$ cat config.mk
export PLATFORM = sky130hd
export DESIGN_NAME = pixel_frame_sequencer
export DESIGN_NICKNAME = d
export VERILOG_FILES = /design/src/rtl/pixel_frame_sequencer.sv
export SDC_FILE = /design/constraint.sdc
export NUM_CORES = 1
export LEC_CHECK = 0
export ABC_AREA = 0
export CORE_ASPECT_RATIO = 0.8
export CORE_MARGIN = 10
export CORE_UTILIZATION = 59
export DETAILED_ROUTE_END_ITERATION = 10
export GPL_TIMING_DRIVEN = 0
export PLACE_DENSITY = 0.85
export SKIP_CTS_REPAIR_TIMING = 1
export SLEW_MARGIN = 10
export SYNTH_ARGS = -nofsm -noshare
export SYNTH_HDL_FRONTEND = slang
export SYNTH_SLANG_ARGS = --single-unit
$ cat constraint.sdc
create_clock -name CLK -period 7.3 [get_ports CLK]
set_input_delay 0.73 -clock CLK [delete_from_list [all_inputs] [get_ports CLK]]
set_output_delay 0.73 -clock CLK [all_outputs]
set_load 0.05 [all_outputs]
$ cat src/rtl/pixel_frame_sequencer.sv
// Frame-timing controller for the pixel array: ERASE, EXPOSE, CONVERT, READ sequencing with
// runtime exposure, START handshake, single-shot/continuous frames and synchronous ABORT.
module pixel_frame_sequencer #(
    parameter int unsigned ROWS            = 2,
    parameter int unsigned PIXEL_BITS      = 8,
    parameter int unsigned ERASE_CYCLES    = 5,
    parameter int unsigned ROW_READ_CYCLES = 5,
    parameter int unsigned EXPOSE_BITS     = 10
) (
    input  logic                   CLK,
    input  logic                   RESET,
    input  logic                   START,
    input  logic                   CONTINUOUS,
    input  logic                   ABORT,
    input  logic [EXPOSE_BITS-1:0] EXPOSE_TIME,
    output logic                   PIXEL_ERASE,
    output logic                   PIXEL_EXPOSE,
    output logic                   PIXEL_CONVERT,
    output logic [PIXEL_BITS-1:0]  PIXEL_CONVERT_COUNTER,
    output logic [ROWS-1:0]        SENSOR_ROW_SELECT,
    output logic                   NEW_ROW,
    output logic                   BUSY,
    output logic                   FRAME_FINISHED
);

    localparam int unsigned CONV_LEN = 2 ** PIXEL_BITS;
    localparam int unsigned EXP_MAX  = (2 ** EXPOSE_BITS) - 1;
    localparam int unsigned MAX_A    = (ERASE_CYCLES > ROW_READ_CYCLES) ? ERASE_CYCLES
                                                                        : ROW_READ_CYCLES;
    localparam int unsigned MAX_B    = (CONV_LEN > EXP_MAX) ? CONV_LEN : EXP_MAX;
    localparam int unsigned MAX_LEN  = (MAX_A > MAX_B) ? MAX_A : MAX_B;
    // Counter holds phase index 0..len-1; one extra value of headroom keeps the width safe.
    localparam int unsigned CNT_W    = $clog2(MAX_LEN + 1);
    localparam int unsigned ROW_W    = (ROWS > 1) ? $clog2(ROWS) : 1;

    localparam logic [CNT_W-1:0] ERASE_LAST = CNT_W'(ERASE_CYCLES - 1);
    localparam logic [CNT_W-1:0] CONV_LAST  = CNT_W'(CONV_LEN - 1);
    localparam logic [CNT_W-1:0] ROW_LAST   = CNT_W'(ROW_READ_CYCLES - 1);
    localparam logic [ROW_W-1:0] LAST_ROW   = ROW_W'(ROWS - 1);

    typedef enum logic [2:0] {
        StIdle,
        StErase,
        StExpose,
        StConvert,
        StRead
    } state_t;

    state_t                 r_state, w_state_d;
    logic [CNT_W-1:0]       r_cnt, w_cnt_d;
    logic [ROW_W-1:0]       r_row, w_row_d;
    logic [EXPOSE_BITS-1:0] r_expose, w_expose_d;
    logic                   w_finish_d;
    logic [CNT_W-1:0]       w_expose_last;

    logic                   r_erase;
    logic                   r_expose_out;
    logic                   r_convert;
    logic [PIXEL_BITS-1:0]  r_conv_cnt;
    logic [ROWS-1:0]        r_row_sel;
    logic                   r_new_row;
    logic                   r_busy;
    logic                   r_finished;

    // Exposure of 0 behaves as 1 cycle, so the last index is 0 in both cases.
    assign w_expose_last = (r_expose == '0) ? '0 : CNT_W'(r_expose) - CNT_W'(1);

    always_comb begin
        w_state_d  = r_state;
        w_cnt_d    = r_cnt + CNT_W'(1);
        w_row_d    = r_row;
        w_expose_d = r_expose;
        w_finish_d = 1'b0;
        unique case (r_state)
            StIdle: begin
                w_cnt_d = '0;
                w_row_d = '0;
                if (START) begin
                    w_state_d  = StErase;
                    w_expose_d = EXPOSE_TIME;
                end
            end
            StErase: begin
                if (r_cnt == ERASE_LAST) begin
                    w_state_d = StExpose;
                    w_cnt_d   = '0;
                end
            end
            StExpose: begin
                if (r_cnt == w_expose_last) begin
                    w_state_d = StConvert;
                    w_cnt_d   = '0;
                end
            end
            StConvert: begin
                if (r_cnt == CONV_LAST) begin
                    w_state_d = StRead;
                    w_cnt_d   = '0;
                    w_row_d   = '0;
                end
            end
            StRead: begin
                if (r_cnt == ROW_LAST) begin
                    w_cnt_d = '0;
                    if (r_row == LAST_ROW) begin
                        w_finish_d = 1'b1;
                        w_row_d    = '0;
                        if (CONTINUOUS) begin
                            w_state_d  = StErase;
                            w_expose_d = EXPOSE_TIME;
                        end else begin
                            w_state_d = StIdle;
                        end
                    end else begin
                        w_row_d = r_row + ROW_W'(1);
                    end
                end
            end
            default: begin
                w_state_d = StIdle;
                w_cnt_d   = '0;
                w_row_d   = '0;
            end
        endcase
        // Abort wins over START and over the end-of-frame transition.
        if (ABORT) begin
            w_state_d  = StIdle;
            w_cnt_d    = '0;
            w_row_d    = '0;
            w_expose_d = r_expose;
            w_finish_d = 1'b0;
        end
    end

    always_ff @(posedge CLK or posedge RESET) begin
        if (RESET) begin
            r_state  <= StIdle;
            r_cnt    <= '0;
            r_row    <= '0;
            r_expose <= '0;
        end else begin
            r_state  <= w_state_d;
            r_cnt    <= w_cnt_d;
            r_row    <= w_row_d;
            r_expose <= w_expose_d;
        end
    end

    // Outputs are registered from the next-state values so they line up with r_state.
    always_ff @(posedge CLK or posedge RESET) begin
        if (RESET) begin
            r_erase      <= 1'b0;
            r_expose_out <= 1'b0;
            r_convert    <= 1'b0;
            r_conv_cnt   <= '0;
            r_row_sel    <= '0;
            r_new_row    <= 1'b0;
            r_busy       <= 1'b0;
            r_finished   <= 1'b0;
        end else begin
            r_erase      <= (w_state_d == StErase);
            r_expose_out <= (w_state_d == StExpose);
            r_convert    <= (w_state_d == StConvert);
            r_conv_cnt   <= (w_state_d == StConvert) ? w_cnt_d[PIXEL_BITS-1:0] : '0;
            r_row_sel    <= (w_state_d == StRead) ? (ROWS'(1) << w_row_d) : '0;
            r_new_row    <= (w_state_d == StRead) && (w_cnt_d == '0);
            r_busy       <= (w_state_d != StIdle);
            r_finished   <= w_finish_d;
        end
    end

    assign PIXEL_ERASE           = r_erase;
    assign PIXEL_EXPOSE          = r_expose_out;
    assign PIXEL_CONVERT         = r_convert;
    assign PIXEL_CONVERT_COUNTER = r_conv_cnt;
    assign SENSOR_ROW_SELECT     = r_row_sel;
    assign NEW_ROW               = r_new_row;
    assign BUSY                  = r_busy;
    assign FRAME_FINISHED        = r_finished;

endmodule

# After elaboration in Yosys (flattened, before gate mapping)
# Index checks and enable logic that the tools add are counted.
# Widths: inputs -> output; s select.
# word_totals
out_inout_bits,16
word_cells,72
reg_bits,40
input_bits,15
# classes
reduce_logical,9
bitwise_logic,1
shifts,1
n_eq_ne,15
add_sub_neg,3
mux,31
# ops
op,n
$mux 10,9
$pmux 10 s3,1
$mux 3,7
$logic_not 10->1,2
$pmux 10 s2,1
$pmux 3 s5,1
$eq 3x2->1 const B,4
$add 10x1->10 const B,1
$eq 10x10->1,1
$eq 10x3->1 const B,1
$eq 10x8->1 const B,1
$sub 10x1->10 const B,1
$mux 1,9
$mux 8,1
$ne 2x2->1 const B,4
$eq 3x1->1 const B,2
$eq 3x3->1 const B,2
$reduce_and 6->1,1
$reduce_or 2->1,2
$logic_not 3->1,1
$pmux 1 s3,1
$reduce_bool 3->1,1
$mux 2,1
$reduce_bool 2->1,1
other kinds (4),4

# Longest topological paths before layout
# Gate-level depths: netlist (run 1).
# depth
depth_word,8
ltp_mapped,12
ltp_nobuf,10

# Worst setup path after synthesis (run 1)
# OpenSTA, ideal clock, no wires.
# synth_path
path_type,reg-to-reg
from,register r_expose[0]
to,register r_erase (netlist: PIXEL_ERASE)
t_arrival_ns,2.534
required_ns,7.205
path_stages_with_launch,12
synth_period_minus_slack_ns,2.629
setup_ns,0.095
n_path_buf,1
setup_slack_ns,4.671
cell_sequence,dfrtp_1 -> inv_1 -> ha_1 -> or3b_1 -> buf_2 -> o31ai_1 -> a21oi_1 -> a311o_1 -> nor3_2 -> nand3_2 -> o21ba_4 -> nor4_4
# synth_via
elab_chain_cells,7
word_cells_on_any_way,8
cone_classes,1 x add/sub; 2 x eq/ne; 4 x mux; 1 x reduce/logical
# synth_rtl
element,line,text
start: declaration,52,"logic [EXPOSE_BITS-1:0] r_expose, w_expose_d;"
start signal: assignment,145,r_expose <= w_expose_d;
$sub 10x1->10 / $logic_not 10->1 (equally long branches),66,assign w_expose_last = (r_expose == '0) ? '0 : CNT_W'(r_expose) - CNT_W'(1);
$mux 10 *,66,
$eq 10x10->1 *,90,if (r_cnt == w_expose_last) begin
$mux 3 *,90,
$pmux 3 s5 *,74,unique case (r_state)
$mux 3 *,126,if (ABORT) begin
$eq 3x1->1 *,161,r_erase <= (w_state_d == StErase);
end signal: assignment,161,
end: declaration,56,logic r_erase;
# Every way passes the cells marked *; elsewhere a longest branch is shown, timed or not.
# A chain may end at the register's enable or synchronous reset.

# Final worst setup path (run 1)
# Same ends and word-level chain as after synthesis.

==> results of run 1 <==
-- how the worst min path moves through the flow --
stage | from | end | slack (ns) | cells after the start
after CTS | r_expose[7] | r_expose[7] | 0.62 | 1
after detailed placement | r_expose[1] | r_expose[1] | 0.60 | 2
after floorplan | r_cnt[0] | r_cnt[0] | 0.52 | 1
after global routing | r_cnt[0] | r_cnt[0] | 0.64 | 1
final | r_expose[7] | r_expose[7] | 0.63 | 1
after global placement | r_cnt[0] | r_cnt[0] | 0.58 | 1
-- area by class of cell --
| class | count | area, um2 |
|---|---|---|
| clock buffers | 7 | 96.34 |
| clock inverters | 1 | 30.03 |
| inverters | 17 | 63.81 |
| multi-input cells | 175 | 1206 |
| flip-flops and latches | 40 | 1001 |
| plain buffers | 15 | 75.07 |
| repair buffers | 29 | 290.3 |
| well taps | 55 | 68.82 |
| fillers | 292 | 997.2 |
-- registers in the layout, summed over array words and instances (netlist names), 2 cells and up --
register and count:
r_cnt 10, SENSOR_ROW_SELECT 2, r_state 3, r_expose 10
PIXEL_CONVERT_COUNTER 8
-- layer usage --
metal / track usage (%) / vias to the layer above / part of all wire, %
met5: 0 / - / 0
met1: 19.25 / 992 / 46
met2: 23.31 / 74 / 46
met4: 4.286 / 0 / 0.75
met3: 4.331 / 4 / 7.1
li1: - / 948 / -
-- worst max-delay path, cell delays in order, from the launching register on --
cell and delay [ns]:
dfrtp_1 0.44, inv_1 0.12, ha_1 0.24, nor3b_1 0.61, and3_4 0.32, a221oi_2 0.07
a311o_1 0.32, nor3_2 0.23, nand3_2 0.11, o21ba_4 0.26, nor4_4 0.19
-- through the flow --
step / cell area (um2) / worst slack (ns)
global route: 2831 / 4.105
CTS: 2831 / 4.297
floorplan: 2346 / 4.671
detailed placement: 2705 / 4.379
finish: 2831 / 4.300
global placement: 2705 / 4.397
-- logic make-up (layout without fill, tap and decap cells) --
family	Yosys count	in the layout
mux	7	7
simple gates	100	100
flops	40	40
compound gates	52	52
fa+ha+maj	4	4
xor+xnor	12	12
buf+inv	32	69
-- power breakdown --
part	leakage (nW)	internal [mW]	switching [mW]
Clock	0.0645	0.121	0.0758
Sequential	0.535	0.233	0.0173
Combinational	0.508	0.0494	0.0590
-- cell usage in the layout (no fill, tap or decap), types with 2 or more instances in the layout --
cell / Yosys / final
dfrtp_1: 40 / 40
o21ai_0: 13 / 13
buf_2: 3 / 3
clkdlybuf4s50_1: 0 / 29
a22oi_1: 3 / 3
nand2b_1: 2 / 2
or2_2: 2 / 2
nand3_1: 8 / 8
nor3_2: 2 / 2
nor3_1: 3 / 3
nor4_1: 2 / 2
nor3b_1: 3 / 3
or3_1: 2 / 2
a31oi_1: 2 / 2
buf_6: 2 / 2
inv_1: 17 / 16
a21boi_0: 2 / 2
clkbuf_1: 10 / 10
nor4_4: 2 / 2
ha_1: 4 / 4
nand4_1: 4 / 4
o211ai_1: 2 / 2
a211o_1: 2 / 2
xnor2_1: 11 / 11
a211oi_1: 2 / 2
mux2_2: 6 / 6
o31ai_1: 3 / 3
nand3b_1: 3 / 3
nor2_1: 31 / 31
a311o_1: 2 / 2
a21oi_1: 6 / 6
clkbuf_8: 0 / 7
and2_1: 3 / 3
nand2_1: 18 / 18
nor2b_1: 2 / 2
==> impl_results.md, run 1 <==
* Final setup violation count at 0
* TritonCTS Buffers at 5
* Largest net degree at the start of global routing at 41
* Critical Path Source: r_expose[0]
* Req. time, crit path at 7.51 ns
* Most frequent cell after synthesis: dfrtp_1
* Multiplexer area fraction after synthesis at 3.307%
* Post-synth top area cell: dfrtp_1
* First-pass GRT wire length at 8.880 mm
* Clk_lat worst skew at 0.29 ns
* Slew headroom at 47.11%
* Worst hold path class: flop to flop
* Crit path to: PIXEL_ERASE
* P_leak at 1.107 nW
* P&R area growth vs syn at 20.69%
* Synth Area per Inst at 9.498 um2
* Tightest Pin Transition at 0.7923 ns
* Drt wl/cell at 15.63 um
* Input/output buffers at 29
* Final nets at 302
* Row Count at 20
* Setup_tns at 0 ns
* R2R depth at 10
* Layout cell share with drive strength beyond 1 at 13.38%
* CP max FO at 6
* Die H at 76.40 um
* Net Count, Synth at 266
* Fmax at 333.3 MHz
* Number of flops mapped to enable cells by yosys at 0
* Drt first pass iters at 4
* Util after Layout at 73.95%
* Area fraction of the dominant cell type after synthesis at 42.67%
* Via density at 5.953
* Mapped Cells at 247
* H-tree levels at 2
* I/O pins at 31
* Synth async-reset ratio at 100.0%
* RR Startpoint: r_expose[0]
* Syn. warnings at 0
* Synth Area in Adders at 2.133%
* DPL Wire Length at 3.926 mm
* Reg-to-reg setup timing slack at 4.30 ns
* Routed Antenna Nets at 0
* Fin cells at 339
* Vias in the first global route at 1927
* Gpl congestion at 0.9377
* Core area at 3829 um2
* Clock Root Buffer: clkbuf_8
* Total power at 0.5551 mW
* Total gr overflow at 0
* Top_reg_cell synth: dfrtp_1
* Clock slew at reported path FFs at 0.08 ns
* Yosys reg bits at 40
* Via count at 2018
* Inserted Diodes at 0
* CTS max path bufs at 2
* RSZ-0062 raised after global routing: false
* Cells after DPL at 331
* Clock Sinks at 40
* Tcrit/Tclk final at 41.10%
* Maxcap violations at 0
* Antenna violations before repair at 0
* Die width at 90.50 um
* Initial Util at 61.27%
* Residual DRC at 0
* Cell Area, Synth at 2346 um2
* Final hold vios at 0
* Min Hold Slack at 0.6267 ns
* Cell variety after synth at 63
* Power Dens Cells at 196.1 nW/um2
* Critical R2R Capture: PIXEL_ERASE
* First DRT Iteration DRCs at 124
* Critical path type: flop to flop
* Post-synth top cells: dfrtp_1, nor2_1, nand2_1
* Register area share after synthesis at 42.67%
* WL final at 5.300 mm
* VDD IR max at 0.0001512 V
* Tot GR Track Use at 14.85%
* Xor and xnor fraction of the mapped netlist area at 4.480%
* WP data arrival at 3.21 ns
* TritonCTS clock tree: done
* Post-Synth Simple-Gate Area at 24.91%
* Synth Area in Compound Gates at 16.59%
* Tmin final at 3.000 ns
* Status: completed
* Setup crit end kind: flop
* Synth top area cells: dfrtp_1, nor2_1, xnor2_1
* Max Clock Skew at 0.01025 ns
* Total die area at 6914 um2
* Crit path launch type: flop
* Slew Limit Fails at 0
* Largest family of logic cells by synthesized area: simple AND/OR/NAND/NOR gates
Note: power is estimated with default switching activity, not from simulation.
==> run 2: changes to the inputs <==
- CORE_UTILIZATION: 59 -> 50
- PLACE_DENSITY: 0.85 -> 0.76
- clock period: 7.3 -> 2.5 ns (I/O delays scaled with it)
==> run 2 against run 1 <==
Final cell count rose by 3.8%. Combinational power rose to 3.7 times the previous value. The flow now finishes with violations (negative setup slack). Die area rose by 14%. Core utilization fell by 6.2 points. Via count fell by 0.59%. Total power rose to 2.8 times the previous value. Critical path type unchanged. Sequential share of layout area fell by 2.8 points. Clock skew fell by 0.0049 ns.
==> impl_results.md, run 2 (synthesis results as in run 1) <==
* P&R area growth vs syn at 32.05%
* Input/output buffers at 29 (unchanged)
* Reg-to-reg setup timing slack at -0.15 ns (-4.45 ns)
* First-pass GRT wire length at 8.769 mm (-1.3%)
* Residual DRC at 0 (unchanged)
* Total die area at 7849 um2 (+14%)
* P_leak at 1.179 nW (+6.5%)
* CP max FO at 9 (+3)
* Status: finished, violations left
* Crit path launch type: flop
* Crit path cell chain: buf_6, or4_4, a2111oi_1, a311o_1, nor4b_4, and3_1, a21bo_2, buf_6, a41oi_2, nor3_2
* WP data arrival at 2.84 ns (-0.37 ns)
* Slew Limit Fails at 0 (unchanged)
* Util after Layout at 67.80% (-6.2 points)
* Failing checks: negative setup slack
* I/O pins at 31 (unchanged)
* Setup crit end kind: flop
* Area after DPL at 2776 um2 (+2.6%)
* Final setup violation count at 15 (+15)
* Critical path type: flop to flop
* Fin worst setup slack at -0.1464 ns (-4.446 ns)
* P_sw at 0.4917 mW (+220%)
* Die width at 96.59 um (+6.7%)
* Cell mode on critical path: buf_6
* Commonest cells after routing, fill and taps aside: dfrtp_1, clkdlybuf4s50_1, nor2_1
* Worst path max stage delay at 0.59 ns (-0.02 ns)
* DPL Wire Length at 4.046 mm (+3.1%)
* Comb pwr share at 25.6% (+6.1 points)
* Power Dens Cells at 503.3 nW/um2 (+160%)
* Via density at 5.699 (-4.3%)
* Maxcap violations at 0 (unchanged)
* Clock network fraction of total power at 26.5% (-8.9 points)
* Largest net degree at the start of global routing at 22 (-46%)
* Max Clock Skew at 0.005325 ns (-0.004928 ns)
* Core area at 4569 um2 (+19%)
* Clk_lat worst skew at 0.29 ns (about the same)
* Slew headroom at 61.42% (+14 points)
* TritonCTS clock tree: done
* H-tree levels at 2 (unchanged)
* Vias in the first global route at 1791 (-7.1%)
* Drt wl/cell at 16.02 um (+2.5%)
* VDD IR max at 0.0003367 V (+120%)
* RSZ-0062 raised after global routing: true
* Tot GR Track Use at 14.16% (-0.69 points)
* Worst hold path class: input port to async pin
* Clock slew at reported path FFs at 0.08 ns (about the same)
* Tcrit/Tclk final at 105.9% (+65 points)
* Via count at 2006 (-0.59%)
* Layout cell share with drive strength beyond 1 at 27.74% (+14 points)
* Die H at 81.27 um (+6.4%)
* Commonest non-fill, non-tap cell in the layout: dfrtp_1
* Final hold vios at 0 (unchanged)
* Internal power at 1.067 mW (+160%)
* Routed Antenna Nets at 0 (unchanged)
* Final instance area at 3098 um2 (+9.4%)
* Initial Util at 51.34% (-9.9 points)
* Antenna violations before repair at 0 (unchanged)
* Clock Sinks at 40 (unchanged)
* Row Count at 22 (+10%)
* Min Hold Slack at 0.2790 ns (-0.3478 ns)
* Crit path max-delay cell type: or4_4
* Fmax at 377.9 MHz (+13%)
* Clock Root Buffer: clkbuf_8
* Tightest Pin Transition at 0.5743 ns (-0.2180 ns)
* Drt first pass iters at 4 (unchanged)
* Inserted Diodes at 0 (unchanged)
* WL final at 5.640 mm (+6.4%)
* Gpl congestion at 0.9396 (+0.20%)
* First DRT Iteration DRCs at 248 (+100%)
* Register share of total power at 48.0% (+2.9 points)
* CTS max path bufs at 2 (unchanged)
* Req. time, crit path at 2.69 ns (-4.82 ns)
* Final nets at 311 (+3.0%)
* Tmin final at 2.646 ns (-0.3538 ns)
* Sw frac at 31.54% (+4.1 points)
* TritonCTS Buffers at 5 (unchanged)
* Total gr overflow at 0 (unchanged)
## run 2: worst max-delay path: cells and delay by family (launching register included)
family	cells	cell delay [ns]
flops	1	0.38
buf+inv	2	0.27
simple gates	4	0.89
compound gates	4	0.99
## run 2: cell type report
type                       instances  area (um2)
buffer                            11       75.07
clock buffer                       5       68.82
clock inverter                     2       12.51
fill                             366        1471
inverter                          17       63.81
multi-input combinational        175        1368
sequential                        40        1007
tap                               60       75.07
timing repair buffer              42       427.9
## run 2: routing by layer
layer  vias to the layer above  wire [um]  global-route usage (%)
met5                         -          0                       0
met2                        82       2485                   19.73
met4                         0         22                   4.348
li1                        963          -                       -
met3                         2        511                   4.977
met1                       959       2621                   19.96
## run 2: through the flow
step                power, mW  instances  worst slack (ns)  TNS (ns)
floorplan              0.9938        247          0.009945         0
global placement        1.072        336           -0.2851    -4.122
detailed placement      1.085        337           -0.3353    -5.899
CTS                     1.494        344           -0.3550    -6.407
global route            1.633        352           -0.2274    -3.924
finish                  1.559        352           -0.1464    -1.322
## run 2: path summary, 6_finish.rpt
kind	to	cells after the start	startpoint
worst max-delay path	NEW_ROW	10	r_expose[4]
worst min register to register	r_cnt[0]	1	r_cnt[0]
worst max register to register	NEW_ROW	10	r_expose[4]
max in group asynchronous	r_expose[5]	3	RESET
min in group CLK	r_state[0]	2	ABORT
worst min-delay path	r_cnt[7]	2	RESET
## run 2: power by group through the flow
stage	registers [mW]	logic (mW)	clock network (mW)
finish	0.748	0.398	0.413
floorplan	0.741	0.253	0
CTS	0.734	0.340	0.420
global placement	0.744	0.328	0
global route	0.755	0.432	0.445
detailed placement	0.747	0.338	0
==> run 3: changes to the inputs <==
- TNS_END_PERCENT: not set -> 10
==> run 3 against run 2 <==
The flow still finishes with violations (negative setup slack). Register-to-register slack barely moved. Sequential cell count did not move. Die area did not move. Worst setup slack got worse by 0.0014 ns. Total power fell by 1.3%. Fmax barely moved. Count of clock-buffer cells in the layout did not move. Non-clock buffer count fell by 3. Combinational power fell by 4%. Critical path depth did not move. First-iteration DRC count fell by 37%. Critical path type unchanged. Critical endpoint unchanged.
==> impl_results.md, run 3 (synthesis results as in run 1) <==
* Status: finished, violations left
* Failing checks: negative setup slack
* TritonCTS clock tree: done
* Commonest non-fill, non-tap cell in the layout: dfrtp_1
* Via density at 5.722 (+0.41%)
* Input/output buffers at 29 (unchanged)
* Critical R2R Capture: NEW_ROW
* First DRT Iteration DRCs at 157 (-37%)
* RSZ-0062 raised after global routing: true
* Die H at 81.27 um (unchanged)
* I/O pins at 31 (unchanged)
* Die width at 96.59 um (unchanged)
* Total die area at 7849 um2 (unchanged)
* Crit path max-delay cell type: or4_4
* Tightest Pin Transition at 0.5524 ns (-0.02194 ns)
* Maxcap violations at 0 (unchanged)
* Largest delay share family, worst path: compound AO/OA/AOI/OAI gates
* Fin worst setup slack at -0.1478 ns (-0.001450 ns)
* Clk_lat worst skew at 0.29 ns (about the same)
* Tcrit/Tclk final at 105.9% (about the same)
* DP Worst Slack at -0.3353 ns (unchanged)
* Residual DRC at 0 (unchanged)
* Row Count at 22 (unchanged)
* Initial Util at 51.34% (unchanged)
* Critical path type: flop to flop
* VDD IR max at 0.0003246 V (-3.6%)
* Setup crit end kind: flop
* P_leak at 1.150 nW (-2.5%)
* Tmin final at 2.648 ns (+0.001450 ns)
* Commonest cells after routing, fill and taps aside: dfrtp_1, nor2_1, clkdlybuf4s50_1
* Max Clock Skew at 0.006147 ns (+0.0008223 ns)
* WP data arrival at 2.83 ns (about the same)
* Via count at 1997 (-0.45%)
* Reg-to-reg setup timing slack at -0.15 ns (about the same)
* Final instance area at 3004 um2 (-3.0%)
* Worst path max stage delay at 0.59 ns (about the same)
* Gpl congestion at 0.9396 (unchanged)
* RR Startpoint: r_expose[4]
* DPL Wire Length at 4.046 mm (unchanged)
* Antenna violations before repair at 0 (unchanged)
* Fmax at 377.7 MHz (about the same)
* Area after DPL at 2776 um2 (unchanged)
* Multi-input logic area at 1319 um2 (-3.6%)
* Total power at 1.539 mW (-1.3%)
* Core area at 4569 um2 (unchanged)
* Total gr overflow at 0 (unchanged)
* TritonCTS Buffers at 5 (unchanged)
* Largest net degree at the start of global routing at 22 (unchanged)
* Final nets at 308 (-0.96%)
* Final setup violation count at 15 (unchanged)
* Final hold vios at 0 (unchanged)
* Storage cell area at 1007 um2 (unchanged)
* Drt wl/cell at 15.88 um (-0.89%)
* Worst hold path class: input port to async pin
* H-tree levels at 2 (unchanged)
* Layout cell share with drive strength beyond 1 at 23.18% (-4.6 points)
* Clock slew at reported path FFs at 0.08 ns (about the same)
* Tot GR Track Use at 14.16% (unchanged)
* WL final at 5.542 mm (-1.7%)
* First-pass GRT wire length at 8.769 mm (unchanged)
* Power Dens Cells at 512.2 nW/um2 (+1.8%)
* Slew Limit Fails at 0 (unchanged)
* Drt first pass iters at 6 (+2)
* CTS max path bufs at 2 (unchanged)
* Inserted Diodes at 0 (unchanged)
* Clock Root Buffer: clkbuf_8
* Filler cells at 378 (+3.3%)
* Vias in the first global route at 1791 (unchanged)
* Crit path cell chain: buf_6, or4_4, a2111oi_1, a311o_1, nor4b_4, and3_1, a21bo_1, buf_6, a41oi_2, nor3_2
* R2R depth at 10 (unchanged)
* Worst path bufs/invs at 2 (unchanged)
* Slew headroom at 62.89% (+1.5 points)
* Routed Antenna Nets at 0 (unchanged)
* Req. time, crit path at 2.68 ns (about the same)
* Crit path launch type: flop
* Cell mode on critical path: buf_6
* CP max FO at 9 (unchanged)
* P&R area growth vs syn at 28.05%
* Clock Sinks at 40 (unchanged)
[run 3: cell types whose count changed in the layout (fill, tap and decap cells not counted), moves of 2 or more]
| cell | change |
|---|---|
| nor2_1 | +7 |
| nor2_4 | -4 |
| buf_6 | -2 |
| nor2_2 | -3 |
[run 3: how the worst max path moves through the flow]
stage	start	endpoint	slack, ns	cells past startpoint
6_report	r_expose[4]	NEW_ROW	-0.15	10
3_3_place_gp	r_expose[0]	NEW_ROW	-0.29	11
5_1_grt	r_expose[0]	NEW_ROW	-0.24	12
3_5_place_dp	r_expose[0]	NEW_ROW	-0.34	11
2_1_floorplan	r_expose[0]	PIXEL_ERASE	0.01	10
4_1_cts	r_expose[0]	NEW_ROW	-0.36	11
[run 3: metrics by stage]
step	cells	setup TNS, ns	util [%]	hold slack [ns]
final	349	-0.9060	65.74	0.2802
after global routing	349	-3.432	65.74	0.3238
after CTS	344	-6.407	62.54	0.2895
after detailed placement	337	-5.899	60.76	0.6076
after global placement	336	-4.122	60.16	0.5831
after floorplan	247	0	-	0.3668
[run 3: layout make-up]
cell class | count | area share (%)
Sequential cell | 40 | 33.53
Clock inverter | 2 | 0.4165
Multi-Input combinational cell | 175 | 43.90
Clock buffer | 5 | 2.291
Inverter | 17 | 2.124
Timing Repair Buffer | 39 | 12.74
Buffer | 11 | 2.499
Tap cell | 60 | 2.499
[run 3: metal layers]
layer | share of wire, % | routed length, um | track usage [%]
met1 | 48 | 2639 | 19.96
met2 | 44 | 2443 | 19.73
met3 | 7.7 | 428 | 4.977
met4 | 0.58 | 32 | 4.348
met5 | 0 | 0 | 0
[run 3: report_power, final]
group / switching [mW] / total (mW) / leakage (nW) / internal, mW
registers: 0.0653 / 0.747 / 0.529 / 0.682
clock network: 0.220 / 0.409 / 0.0400 / 0.189
logic: 0.194 / 0.382 / 0.581 / 0.188
total: 0.479 / 1.54 / 1.15 / 1.06
